`src/rtl/dual_priority_front.sv`:
```
// Purpose: debounced two-level priority front end; reports the highest and second-highest active request.
// Latency: 2 clk sync + DEB_TICKS stable tick periods + 1 clk encode register (<= 3 + (DEB_TICKS+1)*TICK_DIV clk).
// Backpressure: none; outputs are free-running registers and single-cycle pulses.
//
// Ports:
//   clk      single clock, all state on rising edge
//   rst_n    synchronous active-low reset
//   req_in   raw asynchronous request lines, higher index = higher priority
//   num1     {valid, idx[3:0]} of the highest accepted request
//   num2     {valid, idx[3:0]} of the second-highest accepted request
//   tick     one-clk timebase pulse every TICK_DIV clocks
//   changed  one-clk pulse in the cycle num1/num2 take a new value
module dual_priority_front #(
    parameter int REQ_WIDTH = 12,
    parameter int TICK_DIV  = 100000,
    parameter int DEB_TICKS = 10
) (
    input  logic                 clk,
    input  logic                 rst_n,
    input  logic [REQ_WIDTH-1:0] req_in,
    output logic [4:0]           num1,
    output logic [4:0]           num2,
    output logic                 tick,
    output logic                 changed
);

    localparam int TCW = $clog2(TICK_DIV);
    localparam logic [TCW-1:0] TICK_LAST = TCW'(TICK_DIV - 1);
    localparam logic [7:0]     DEB_LAST  = 8'(DEB_TICKS - 1);

    logic [TCW-1:0]       tick_cnt;
    logic [REQ_WIDTH-1:0] sync1;
    logic [REQ_WIDTH-1:0] sync2;
    logic [REQ_WIDTH-1:0] sync_prev;
    logic [REQ_WIDTH-1:0] deb;
    logic [7:0]           stab_cnt;
    logic [3:0]           hi1;
    logic [3:0]           hi2;
    logic                 hi1_vld;
    logic                 hi2_vld;
    logic [4:0]           nxt1;
    logic [4:0]           nxt2;

    // Timebase: tick is decoded from the counter so it lands in the cycle
    // the counter sits at its last value.
    always_ff @(posedge clk) begin
        if (!rst_n) begin
            tick_cnt <= '0;
        end else if (tick_cnt == TICK_LAST) begin
            tick_cnt <= '0;
        end else begin
            tick_cnt <= tick_cnt + 1'b1;
        end
    end

    assign tick = (tick_cnt == TICK_LAST);

    // Synchronizer plus debouncer. sync_prev holds last cycle's synchronized
    // value so any movement of the pattern restarts the stability count; a
    // change coinciding with a tick therefore never increments.
    always_ff @(posedge clk) begin
        if (!rst_n) begin
            sync1     <= '0;
            sync2     <= '0;
            sync_prev <= '0;
            deb       <= '0;
            stab_cnt  <= '0;
        end else begin
            sync1     <= req_in;
            sync2     <= sync1;
            sync_prev <= sync2;
            if ((sync2 != sync_prev) || (sync2 == deb)) begin
                stab_cnt <= '0;
            end else if (tick) begin
                if (stab_cnt == DEB_LAST) begin
                    deb      <= sync2;
                    stab_cnt <= '0;
                end else begin
                    stab_cnt <= stab_cnt + 1'b1;
                end
            end
        end
    end

    // Priority encoder: ascending scans so the last hit is the highest index.
    always_comb begin
        hi1     = '0;
        hi1_vld = 1'b0;
        hi2     = '0;
        hi2_vld = 1'b0;
        for (int i = 0; i < REQ_WIDTH; i++) begin
            if (deb[i]) begin
                hi1     = 4'(i);
                hi1_vld = 1'b1;
            end
        end
        for (int i = 0; i < REQ_WIDTH; i++) begin
            if (deb[i] && (4'(i) != hi1)) begin
                hi2     = 4'(i);
                hi2_vld = 1'b1;
            end
        end
        nxt1 = hi1_vld ? {1'b1, hi1} : 5'b0_0000;
        nxt2 = hi2_vld ? {1'b1, hi2} : 5'b0_0000;
    end

    // changed is registered with the numbers so it coincides with the update.
    always_ff @(posedge clk) begin
        if (!rst_n) begin
            num1    <= 5'b0_0000;
            num2    <= 5'b0_0000;
            changed <= 1'b0;
        end else begin
            num1    <= nxt1;
            num2    <= nxt2;
            changed <= (nxt1 != num1) || (nxt2 != num2);
        end
    end

endmodule
```
`config.mk`:
```
export PLATFORM = sky130hd
export DESIGN_NAME = dual_priority_front
export DESIGN_NICKNAME = d
export VERILOG_FILES = /design/src/rtl/dual_priority_front.sv
export SDC_FILE = /design/constraint.sdc
export NUM_CORES = 1
export LEC_CHECK = 0
export ABC_CLOCK_PERIOD_IN_PS = 4600
export BUFFER_PORTS_ARGS = -buffer_cell sky130_fd_sc_hd__buf_2
export CAP_MARGIN = 20
export CORE_ASPECT_RATIO = 1.4
export CORE_MARGIN = 1.5
export CORE_UTILIZATION = 35
export DETAILED_ROUTE_END_ITERATION = 6
export GPL_ROUTABILITY_DRIVEN = 0
export PLACE_DENSITY = 0.63
export SLEW_MARGIN = 20
export SYNTH_ARGS = -nofsm -noshare
export SYNTH_HDL_FRONTEND = slang
export SYNTH_SLANG_ARGS = --single-unit
```
`constraint.sdc`:
```
create_clock -name clk -period 4.6 [get_ports clk]
set_clock_uncertainty 0.2 [all_clocks]
set_input_delay 0.92 -clock clk [delete_from_list [all_inputs] [get_ports clk]]
set_output_delay 0.92 -clock clk [all_outputs]
set_load 0.005 [all_outputs]
```
==> results of run 1 <==
-- layout make-up --
cell class	count	area [µm²]	area share
repair buffers	25	125	0.0301
inverters	9	33.8	0.00813
well taps	138	173	0.0415
clock buffers	10	229	0.0551
clock inverters	6	40.0	0.00963
multi-input cells	279	1880	0.451
flip-flops and latches	84	1680	0.404
-- power breakdown --
group / leakage, nW / switching [mW] / internal (mW)
Combinational: 0.861 / 0.0218 / 0.0219
Sequential: 0.683 / 0.0103 / 0.742
Clock: 0.133 / 0.286 / 0.365
Total: 1.68 / 0.318 / 1.13
-- flip-flops by register name (all words and copies together) (netlist names), 5 cells and up --
| register | count |
|---|---|
| num2 | 5 |
| deb | 12 |
| sync_prev | 12 |
| sync2 | 12 |
| stab_cnt | 8 |
| sync1 | 12 |
| tick_cnt | 17 |
| num1 | 5 |
-- layout by cell type, fill, tap and decap left out, types with 4 or more instances in the layout --
master                      netlist  final
sky130_fd_sc_hd__nand3_1         11     11
sky130_fd_sc_hd__a21oi_1          8      8
sky130_fd_sc_hd__dfxtp_1         84     84
sky130_fd_sc_hd__nor3_1           5      5
sky130_fd_sc_hd__and2_1          42     42
sky130_fd_sc_hd__nand4_1         14     14
sky130_fd_sc_hd__clkbuf_16        0      9
sky130_fd_sc_hd__and3_1           7      7
sky130_fd_sc_hd__xnor2_1         31     31
sky130_fd_sc_hd__o31ai_1          5      5
sky130_fd_sc_hd__inv_1            8      8
sky130_fd_sc_hd__mux2i_1         13     13
sky130_fd_sc_hd__buf_2            1     25
sky130_fd_sc_hd__and4_1           5      5
sky130_fd_sc_hd__o21ai_0          4      4
sky130_fd_sc_hd__nor2_1          52     52
sky130_fd_sc_hd__nand2_1         14     14
sky130_fd_sc_hd__xor2_1          20     20
-- layer usage --
layer	part of all wire	global-route usage
met1	0.44	0.150
met2	0.50	0.229
met3	0.032	0.0378
met4	0.031	0.0760
met5	0	0
-- critical path, stage by stage (launching register included) --
cell                      delay, ns
sky130_fd_sc_hd__dfxtp_1       0.37
sky130_fd_sc_hd__ha_1          0.22
sky130_fd_sc_hd__and4_1        0.28
sky130_fd_sc_hd__nand2_1       0.08
sky130_fd_sc_hd__nor3_2        0.54
sky130_fd_sc_hd__buf_2         0.22
-- kinds of logic after synthesis --
group,Yosys count,synth area share
fa+ha+maj,4,0.0130
flops,84,0.460
buf+inv,25,0.0270
simple gates,173,0.257
mux,13,0.0356
xor+xnor,51,0.122
compound gates,38,0.0849
-- worst paths after layout --
check | to | from | slack, ns | cells past startpoint
min reg2reg | sync2[10] | sync1[10] | 0.23 | 1
max | tick | tick_cnt[0] | 1.43 | 5
min | sync2[10] | sync1[10] | 0.23 | 1
max reg2reg | changed | deb[8] | 1.56 | 7
==> results.md, run 1 <==
- The number of buffers added for setup after CTS is 0.
- Sorting the synthesized cells by area gives the leading types as sky130_fd_sc_hd__dfxtp_1, sky130_fd_sc_hd__xnor2_1, sky130_fd_sc_hd__and2_1.
- The cell area that synthesis handed to floorplanning was between 3000 and 4000 µm².
- The tightest min-delay check is of the flip-flop to flip-flop type.
- The number of nets handed over by synthesis was 405.
- The commonest cells after synthesis are sky130_fd_sc_hd__dfxtp_1, sky130_fd_sc_hd__nor2_1, sky130_fd_sc_hd__and2_1.
- Across every metal layer, demand over resource in global routing totals 0.135.
- The boundary pin count is 26.
- The library cell with the largest summed area after synthesis is sky130_fd_sc_hd__dfxtp_1.
- The cell area after placement is roughly 3900 µm².
- The number of vias per cell is around 4.8.
- The die area is between 10000 and 15000 µm².
- Entering global routing, the biggest net connects 44 pins.
- Measured along the y axis, the die boundary spans between 100 and 150 µm.
- The final period utilization is 0.688.
- The final-report max-slew violation count is 0.
- The floorplan has 44 rows.
- The capturing element type of the critical path is an output port.
- The fraction of synthesized cell area taken by the top area cell type is 0.460.
- The worst pin sits at a relative slew slack of 0.509.
- The H-tree was split into 3 levels.
- The worst hold-check slack is around 0.23 ns.
- The clock transition at the register clock pins on the worst setup and hold paths after CTS is ~0.060 ns.
- The root buffer cell chosen for the clock tree is sky130_fd_sc_hd__clkbuf_16.
- The remaining global-route overflow is 0.
- The number of global-route vias before repair is around 2600.
- Clock tree synthesis inserted a total of 9 buffers.
- The count of cell types in the netlist is 51.
- Counting flops with a built-in enable in the synthesized netlist gives 0.
- IR analysis of the VDD net gives a maximum drop of 0.194 mV.
- The average size of a mapped cell is about 9.4 µm².
- The flow ran to the end, and the final reports show no timing, DRC or antenna violations.
- The placement-stage worst setup slack is ~1.6 ns.
- The number of fillers in the final layout is 1042.
- In the final layout, the share of cells above drive strength 1 is 0.121.
- The worst setup path is launched from a flip-flop.
- The post-cts gate resize count is 0.
- The first-pass GRT wire length is 11400 µm.
- After detailed routing, the average wire length per cell comes to approximately 12 µm.
- In this run the static leakage power is between 1.5 and 2 nW.
- Including well taps, the total number of placed cells is 535.
- Wires add up to slightly below 7000 µm.
- The number of nets with antenna violations after routing is 0.
- The placeable core area is just over 10000 µm².
- The maximum fanout count along the critical path is 10.
- Setup total negative slack on the finished layout was measured at 0 ns.
- Setup slack closes at between 1 and 1.5 ns.
- The count of buffers added on input and output ports is 25.
- The HPWL after detailed placement is ~4800 µm.
- The area added between synthesis and finish is 13.7%.
- The final core utilization is 0.404.
- The share of synthesized flip-flops with an asynchronous set or reset is 0.
- Clock latency on the worst-skew pair, taken at its later pin, is ~0.34 ns.
- The initial antenna violation count was 0.
- The first detailed-routing pass ran for 4 iterations.
- The total DRC errors in the routed layout is 0.
- Yosys printed 0 warnings.
- The data required time at the worst endpoint is around 3.5 ns.
- The number of vias in the routed layout is 2649.
- The cell with the most instances after synthesis is sky130_fd_sc_hd__dfxtp_1.
- The synthesized instance count is 388.
- The maximum buffer depth of the clock tree is 2.
- The initial utilization of the core area, before any placement, comes to 0.355.
- The finished cells cover around 4200 µm².
- The CTS tree is built.
- The net count of the finished layout is 425.
- The type of the worst setup path is flip-flop to output port.
- The total power is roughly 1.4 mW.
- In this run, the number of DRC markers left after iteration 0 of detailed routing was between 100 and 150.
- Setup repair after global routing left no endpoint under its margin.
- The leading register cell type out of synthesis is sky130_fd_sc_hd__dfxtp_1.
- The maximum operating frequency is around 0.32 GHz.
- The number of clock sinks is 84.
- The minimum period implied by the final worst setup slack is 3.17 ns.
- The final antenna diode count is 0.
- Of the synthesized area, sequential elements account for 0.460.
- Data arrives at the worst endpoint at approximately 2.1 ns.
- The transition time of the tightest slew-check pin is around 0.73 ns.
- The max capacitance violation total is 0.
- Power spread over the standard cell area amounts to 348 nW/µm².
- Once layout is complete, the cells apart from fillers number 551.
- The final hold violation count is 0.
- From left edge to right edge, the die measures 89.4 µm.
- The final number of setup-violating endpoints is 0.
- After synthesis the netlist holds a flip-flop and latch count of 84.
- The number of buffers inserted by hold repair at cts is 0.
Note: power is estimated with default switching activity, not from simulation.
==> run 2, diff against run 1 <==
--- a/config.mk
+++ b/config.mk
@@ -5,7 +5,7 @@
 export SDC_FILE = /design/constraint.sdc
 export NUM_CORES = 1
 export LEC_CHECK = 0
-export ABC_CLOCK_PERIOD_IN_PS = 4600
+export ABC_CLOCK_PERIOD_IN_PS = 3240
 export BUFFER_PORTS_ARGS = -buffer_cell sky130_fd_sc_hd__buf_2
 export CAP_MARGIN = 20
 export CORE_ASPECT_RATIO = 1.4
==> constraint.sdc (replaced) <==
create_clock -name clk -period 3.24 [get_ports clk]
set_clock_uncertainty 0.2 [all_clocks]
set_input_delay 0.648 -clock clk [delete_from_list [all_inputs] [get_ports clk]]
set_output_delay 0.648 -clock clk [all_outputs]
set_load 0.005 [all_outputs]
==> results.md, run 2 (synthesis gave the netlist of run 1 again) <==
- The flow ran to the end, and the final reports show no timing, DRC or antenna violations.
- Dividing the detail-routed wire length by the instance count gives between 10 and 15 µm.
- TritonCTS built the clock tree.
- The row count is 44.
- After the first detailed-routing iteration, the DRC count stood at approximately 140.
- The number of vias per cell is between 4 and 5.
- The capturing element type of the critical path is a flip-flop.
- The leakage component of the power is approximately 1.7 nW.
- The final-report max-slew violation count is 0.
- Setup repair after global routing left no endpoint under its margin.
- The final period utilization is 0.898.
- The maximum operating frequency is about 0.34 GHz.
- Hold is met by about 0.23 ns.
- The library cell used as clock root buffer is sky130_fd_sc_hd__clkbuf_16.
- The first-pass GRT wire length is approximately 12000 µm.
- In this run the cell area measured after placement is about 3900 µm².
- In this run the worst hold path is classified as flip-flop to flip-flop.
- The final hold violation count is 0.
- The boundary pin count is 26.
- The initial antenna violation count came to 0.
- The initial utilization of the core area, before any placement, comes to 0.355.
- Across the run, the number of max-cap violations was 0.
- At the later pin of the worst-skew pair, clock insertion delay measures around 0.33 ns.
- The kind of launch point of the worst setup path is a flip-flop.
- The worst-case IR drop observed on VDD is 0.260 mV.
- The number of vias in the routed layout is between 2000 and 3000.
- Global routing finished with a remaining overflow of 0.
- The first-pass detailed-route iteration total is 4.
- Leaving out fill and tap cells, the most frequent cells in the layout are sky130_fd_sc_hd__dfxtp_1, sky130_fd_sc_hd__nor2_1, sky130_fd_sc_hd__and2_1, sky130_fd_sc_hd__xnor2_1, sky130_fd_sc_hd__buf_2.
- Clock tree synthesis inserted a total of 9 buffers.
- Measured along the y axis, the die boundary spans 124 µm.
- For the final routed database, the setup TNS stands at 0 ns.
- Setup violations remaining at the end of the flow were counted as 0.
- The core region is about 10000 µm².
- The repair_antennas step left the layout with diodes totalling 0.
- The clock transition at the register clock pins on the worst setup and hold paths after CTS is about 0.060 ns.
- Power spread over the standard cell area amounts to around 520 nW/µm².
- After clock tree synthesis, the repair step resized 0 gates.
- The HPWL after detailed placement is between 4000 and 5000 µm.
- The count of buffers added on input and output ports is 25.
- The area added between synthesis and finish is 16.0%.
- The final net count is about 430.
- In the global route stage, overall resource usage came out at 0.136.
- The type of the worst setup path is flip-flop to flip-flop.
- The number of global-route vias before repair is ~2500.
- The number of buffers inserted by hold repair at cts is 0.
- For this run, design rule violations remaining after detail routing come to 0.
- The number of H-tree levels is 3.
- The worst path needs around 2.9 ns of the cycle, external delays included.
- The clock net in this run drives a total of 84 sinks.
- The maximum fanout count along the critical path is 14.
- In the final layout, the share of cells above drive strength 1 is 0.132.
- After detailed routing, the total wire length is 6880 µm.
- The count of nets left with antenna violations once routing finished came out at 0.
- The final instance area is 4240 µm².
- The register with the most flip-flops in the layout has 17 of them.
- Leaving out fill and tap cells, the most frequent cell in the layout is sky130_fd_sc_hd__dfxtp_1.
- At the pin with the least slew margin, the transition time is about 0.68 ns.
- The pin count of the biggest net entering global routing is between 40 and 50.
- In this run the horizontal extent of the chip is ~89 µm.
- The worst pin sits at a relative slew slack of 0.544.
- The maximum buffer depth of the clock tree is 2.
- The die covers 11100 µm².
- STA puts the critical path data required time at approximately 3.3 ns.
- The register bank with the most flops is tick_cnt.
- The number of buffers added for setup after CTS is 0.
- For the worst setup path, the data arrival time is a little under 3 ns.
run 2: cell count changes in the layout (fill, tap and decap cells not counted), sizes merged:
cell,delta
inv,-1
bufinv,+2
clkinv,-2
buf,+6
run 2: worst paths after layout:
path | slack [ns] | endpoint | depth (start not counted) | from
worst max-delay path | 0.33 | changed | 7 | deb[9]
worst min-delay path | 0.23 | sync2[1] | 1 | sync1[1]
worst max register to register | 0.33 | changed | 7 | deb[9]
worst min register to register | 0.23 | sync2[1] | 1 | sync1[1]
run 2: per-stage QoR:
| stage | setup slack (ns) | std cells | utilization | total power [mW] |
|---|---|---|---|---|
| 2_1_floorplan | 0.675 | 388 | - | 1.13 |
| 3_3_place_gp | 0.398 | 541 | 0.382 | 1.15 |
| 3_5_place_dp | 0.347 | 541 | 0.382 | 1.16 |
| 4_1_cts | 0.333 | 556 | 0.412 | 2.22 |
| 5_1_grt | 0.181 | 556 | 0.412 | 2.27 |
| 6_report | 0.332 | 556 | 0.412 | 2.19 |
run 2: cell type report:
cell class / instances / area [µm²]
flip-flops and latches: 84 / 1680
well taps: 138 / 173
inverters: 9 / 33.8
multi-input cells: 279 / 1880
fillers: 1031 / 6050
clock buffers: 10 / 229
repair buffers: 31 / 170
clock inverters: 5 / 77.6
run 2: where the power goes:
group          switching [mW]  internal, mW
combinational          0.0314        0.0328
sequential             0.0144          1.05
clock                   0.386         0.668
total                   0.432          1.75
run 2: routing by layer:
layer | share of wire | track usage | up-vias | routed length, µm
met5 | 0 | 0 | - | 0
met4 | 0.017 | 0.0712 | 0 | 116
met3 | 0.035 | 0.0298 | 10 | 243
met2 | 0.51 | 0.229 | 55 | 3540
met1 | 0.43 | 0.159 | 1250 | 2980
li1 | - | - | 1376 | -
run 2: worst max-delay path: stages, from the launching register on:
cell,delay [ns]
sky130_fd_sc_hd__dfxtp_1,0.43
sky130_fd_sc_hd__or4_1,0.76
sky130_fd_sc_hd__o31ai_1,0.41
sky130_fd_sc_hd__nand3_1,0.19
sky130_fd_sc_hd__a211oi_4,0.28
sky130_fd_sc_hd__a2bb2oi_2,0.15
sky130_fd_sc_hd__nand4b_1,0.09
sky130_fd_sc_hd__o31a_1,0.30
==> run 3, diff against run 2 <==
--- a/config.mk
+++ b/config.mk
@@ -5,15 +5,16 @@
 export SDC_FILE = /design/constraint.sdc
 export NUM_CORES = 1
 export LEC_CHECK = 0
+export ABC_AREA = 1
 export ABC_CLOCK_PERIOD_IN_PS = 3240
 export BUFFER_PORTS_ARGS = -buffer_cell sky130_fd_sc_hd__buf_2
 export CAP_MARGIN = 20
 export CORE_ASPECT_RATIO = 1.4
 export CORE_MARGIN = 1.5
-export CORE_UTILIZATION = 35
+export CORE_UTILIZATION = 40
 export DETAILED_ROUTE_END_ITERATION = 6
 export GPL_ROUTABILITY_DRIVEN = 0
-export PLACE_DENSITY = 0.63
+export PLACE_DENSITY = 0.69
 export SLEW_MARGIN = 20
 export SYNTH_ARGS = -nofsm -noshare
 export SYNTH_HDL_FRONTEND = slang
==> results.md, run 3 <==
- After clock tree synthesis, the clock-pin slew on the worst setup and hold paths is 0.06 ns.
- Internal power comes to approximately 1.7 mW.
- Across all layers, the routed design uses approximately 3000 vias.
- In the final layout, the share of cells above drive strength 1 is 0.126.
- For this design the static power due to leakage is between 2 and 2.5 nW.
- The initial antenna violation count is 0.
- The start point of the critical path is tick_cnt[0].
- The total nets after synthesis is 508.
- The critical path goes through ha_1 > nand2_1 > inv_1 > nand2_1 > nor2_1 > nand3_1 > inv_1 > buf_2.
- The initial DRC count is between 100 and 150.
- The category of cells accounting for the largest share of critical-path delay is simple AND/OR/NAND/NOR gates.
- Buffers placed on the I/O ports in this run total 25.
- The minimum period implied by the final worst setup slack is approximately 2.6 ns.
- Entering global routing, the biggest net connects 38 pins.
- The largest stage delay on the critical path is approximately 0.35 ns.
- Among all flip-flop cells after synthesis, the most frequent one is sky130_fd_sc_hd__dfxtp_1.
- By area the synthesized netlist is led by sky130_fd_sc_hd__dfxtp_1, sky130_fd_sc_hd__nand2_1, sky130_fd_sc_hd__inv_1.
- In this run, post-CTS hold repair placed 0 buffers.
- The aggregate negative setup slack is 0 ns.
- The global-route usage over all layers is 0.151.
- The register bank with the most flops is tick_cnt.
- The flow ran to the end, and the final reports show no timing, DRC or antenna violations.
- The total power density per cell area is between 500 and 600 nW/µm².
- The worst register-to-register path begins at deb[5].
- The library cell used most frequently in the layout, excluding fill and tap cells, is sky130_fd_sc_hd__nand2_1.
- The worst hold path class is flip-flop to flip-flop.
- The final period utilization is 0.789.
- The final hold violation count is 0.
- The critical path buffer and inverter count is 3.
- The final-report max-slew violation count was 0.
- The post-placement cell count is between 600 and 700.
- The clock reaches the later pin of the worst-skew pair after roughly 0.34 ns.
- The first global-routing pass estimated about 12000 µm of wire.
- The combinational share of power is 0.030.
- Summing all multi-input logic gate instances after layout gives ~1600 µm².
- The number of H-tree levels is 3.
- Buffers added to address setup during post-CTS repair amount to 0.
- The kind of launch point of the worst setup path is a flip-flop.
- The number of global-route vias before repair is around 2800.
- In this run, synthesis inferred 0 flip-flops with an integrated enable.
- After detailed routing, the average wire length per cell comes to 10.9 µm.
- The floorplan step defined a die boundary enclosing a little under 10000 µm².
- From left edge to right edge, the die measures between 80 and 90 µm.
- The flip-flop count of the largest register after layout is 17.
- The area of all sequential standard cells is about 1700 µm².
- In the final design database the tool counted about 540 nets.
- Measured in cells, the most critical reg-to-reg path has a length of 19.
- Yosys printed 0 warnings.
- The capturing element type of the critical path is an output port.
- The post-cts gate resize count is 0.
- The number of vias per cell is between 4 and 5.
- The cell with the most instances after synthesis is sky130_fd_sc_hd__nand2_1.
- The tool flagged a number of max-cap violations equal to 0.
- The share of the Yosys chip area taken by registers is 0.461.
- The placeable core area is approximately 8900 µm².
- The row count is between 40 and 50.
- The standard cell with the maximum stage delay on the critical path is sky130_fd_sc_hd__dfxtp_1.
- The share of total power in the clock network is 0.479.
- By startpoint and endpoint, the worst setup path is classified as flip-flop to output port.
- The CTS tree is built.
- The area added between synthesis and finish is 14.9%.
- The synthesized instance count is between 400 and 500.
- After detailed routing, the number of remaining DRC violations is 0.
- Summed over all layers, the routed wires come to ~7000 µm.
- The post-layout instance count excluding filler cells is between 600 and 700.
- From bottom edge to top edge, the die measures approximately 120 µm.
- The number of clock sinks is 84.
- Derived from the worst setup path, the maximum achievable clock frequency is roughly 0.39 GHz.
- In this run the worst setup path terminates at tick.
- At the pin with the least slew margin, the transition time is around 0.73 ns.
- Fill cells in the final layout number between 800 and 900.
- After synthesis the netlist holds a flip-flop and latch count of 84.
- Of the total power, registers draw 0.491.
- The number of cells on the critical path is 8.
- The share of synthesized flip-flops with an asynchronous set or reset is 0.
- The maximum fanout count along the critical path is 7.
- The HPWL after detailed placement is 5030 µm.
- Setup violations remaining at the end of the flow were counted as 0.
- Setup repair after global routing left no endpoint under its margin.
- The longest clock path from root to sink contains 2 buffers.
- Synthesis instantiated 28 different standard cells from the library.
- The remaining global-route overflow is 0.
- The count of nets left with antenna violations once routing finished came out at 0.
- The worst path arrival time is roughly 1.7 ns.
- For this design the total switching power over the nets is ~460 µW.
- The fraction of synthesized cell area taken by the top area cell type is 0.461.
- In the layout the commonest cells are sky130_fd_sc_hd__nand2_1, sky130_fd_sc_hd__inv_1, sky130_fd_sc_hd__dfxtp_1, sky130_fd_sc_hd__nor2_1, sky130_fd_sc_hd__buf_2.
- The endpoint identified for the worst register-to-register timing path is changed.
- The library cell used as clock root buffer is sky130_fd_sc_hd__clkbuf_16.
- The average size of a mapped cell is 7.43 µm².
- Setup slack on the worst reg-to-reg path comes out at between 0.7 and 0.8 ns.
- The first-pass detailed-route iteration total is 4.
- The peak ir drop on the vdd network is 0.307 mV.
- The switching share of power is 0.209.
- The boundary pin count is 26.
- The data required time at the worst endpoint is 2.39 ns.
- For this configuration, the core starts out at a cell density of 0.409.
- By count the netlist is led by sky130_fd_sc_hd__nand2_1, sky130_fd_sc_hd__inv_1, sky130_fd_sc_hd__dfxtp_1.
- In this run the cell area of the synthesized design comes to ~3600 µm².
- The final antenna diode count is 0.
- Counting the buffers created by CTS gives 9.
- Headroom to the max-slew limit came out at 0.512.
- The library cell with the largest summed area after synthesis is sky130_fd_sc_hd__dfxtp_1.
- The final core utilization is 0.470.
[run 3: logic make-up (layout without fill, tap and decap cells)]
kind of cell,count (synthesis),in the layout,share of synthesized area
simple gates,234,234,0.286
buf+inv,100,133,0.103
fa+ha+maj,3,3,0.0103
flops,84,84,0.461
xor+xnor,32,32,0.0768
compound gates,38,38,0.0631
[run 3: worst min-delay path, stage by stage (launching register included)]
cell and delay (ns):
sky130_fd_sc_hd__dfxtp_1 0.30, sky130_fd_sc_hd__nand2_1 0.04, sky130_fd_sc_hd__inv_1 0.04
[run 3: per-layer routing]
| layer | track usage | vias to the layer above | share of wire |
|---|---|---|---|
| met2 | 0.274 | 52 | 0.50 |
| met5 | 0 | - | 0 |
| met3 | 0.0313 | 11 | 0.030 |
| li1 | - | 1579 | - |
| met4 | 0.0929 | 0 | 0.024 |
| met1 | 0.160 | 1304 | 0.45 |
[run 3: through the flow]
| step | instance area [µm²] | setup WS, ns | hold WS, ns | power [mW] |
|---|---|---|---|---|
| floorplan | 3650 | 1.12 | 0.190 | 1.13 |
| global placement | 3880 | 0.813 | 0.193 | 1.15 |
| detailed placement | 3880 | 0.733 | 0.195 | 1.16 |
| CTS | 4190 | 0.658 | 0.210 | 2.21 |
| global route | 4190 | 0.416 | 0.228 | 2.25 |
| finish | 4190 | 0.684 | 0.210 | 2.18 |
[run 3: worst min-delay path by stage]
| stage | depth (start not counted) | start | to | slack, ns |
|---|---|---|---|---|
| after floorplan | 2 | sync1[0] | sync2[0] | 0.19 |
| after global placement | 2 | sync1[2] | sync2[2] | 0.19 |
| after detailed placement | 2 | sync1[4] | sync2[4] | 0.20 |
| after CTS | 2 | sync1[4] | sync2[4] | 0.21 |
| after global routing | 2 | sync1[7] | sync2[7] | 0.23 |
| final | 2 | sync1[4] | sync2[4] | 0.21 |
[run 3: power by group through the flow]
stage | sequential [mW] | combinational [mW] | clock [mW]
2_1_floorplan | 1.09 | 0.0473 | 0
3_3_place_gp | 1.09 | 0.0644 | 0
3_5_place_dp | 1.09 | 0.0657 | 0
4_1_cts | 1.07 | 0.0659 | 1.07
5_1_grt | 1.07 | 0.0764 | 1.10
6_report | 1.07 | 0.0646 | 1.04
[run 3: cell type report]
cell class	count	area share
multi-input combinational	307	0.379
clock buffer	11	0.0603
sequential	84	0.401
timing repair buffer	26	0.0316
clock inverter	5	0.0140
tap	107	0.0319
inverter	91	0.0815
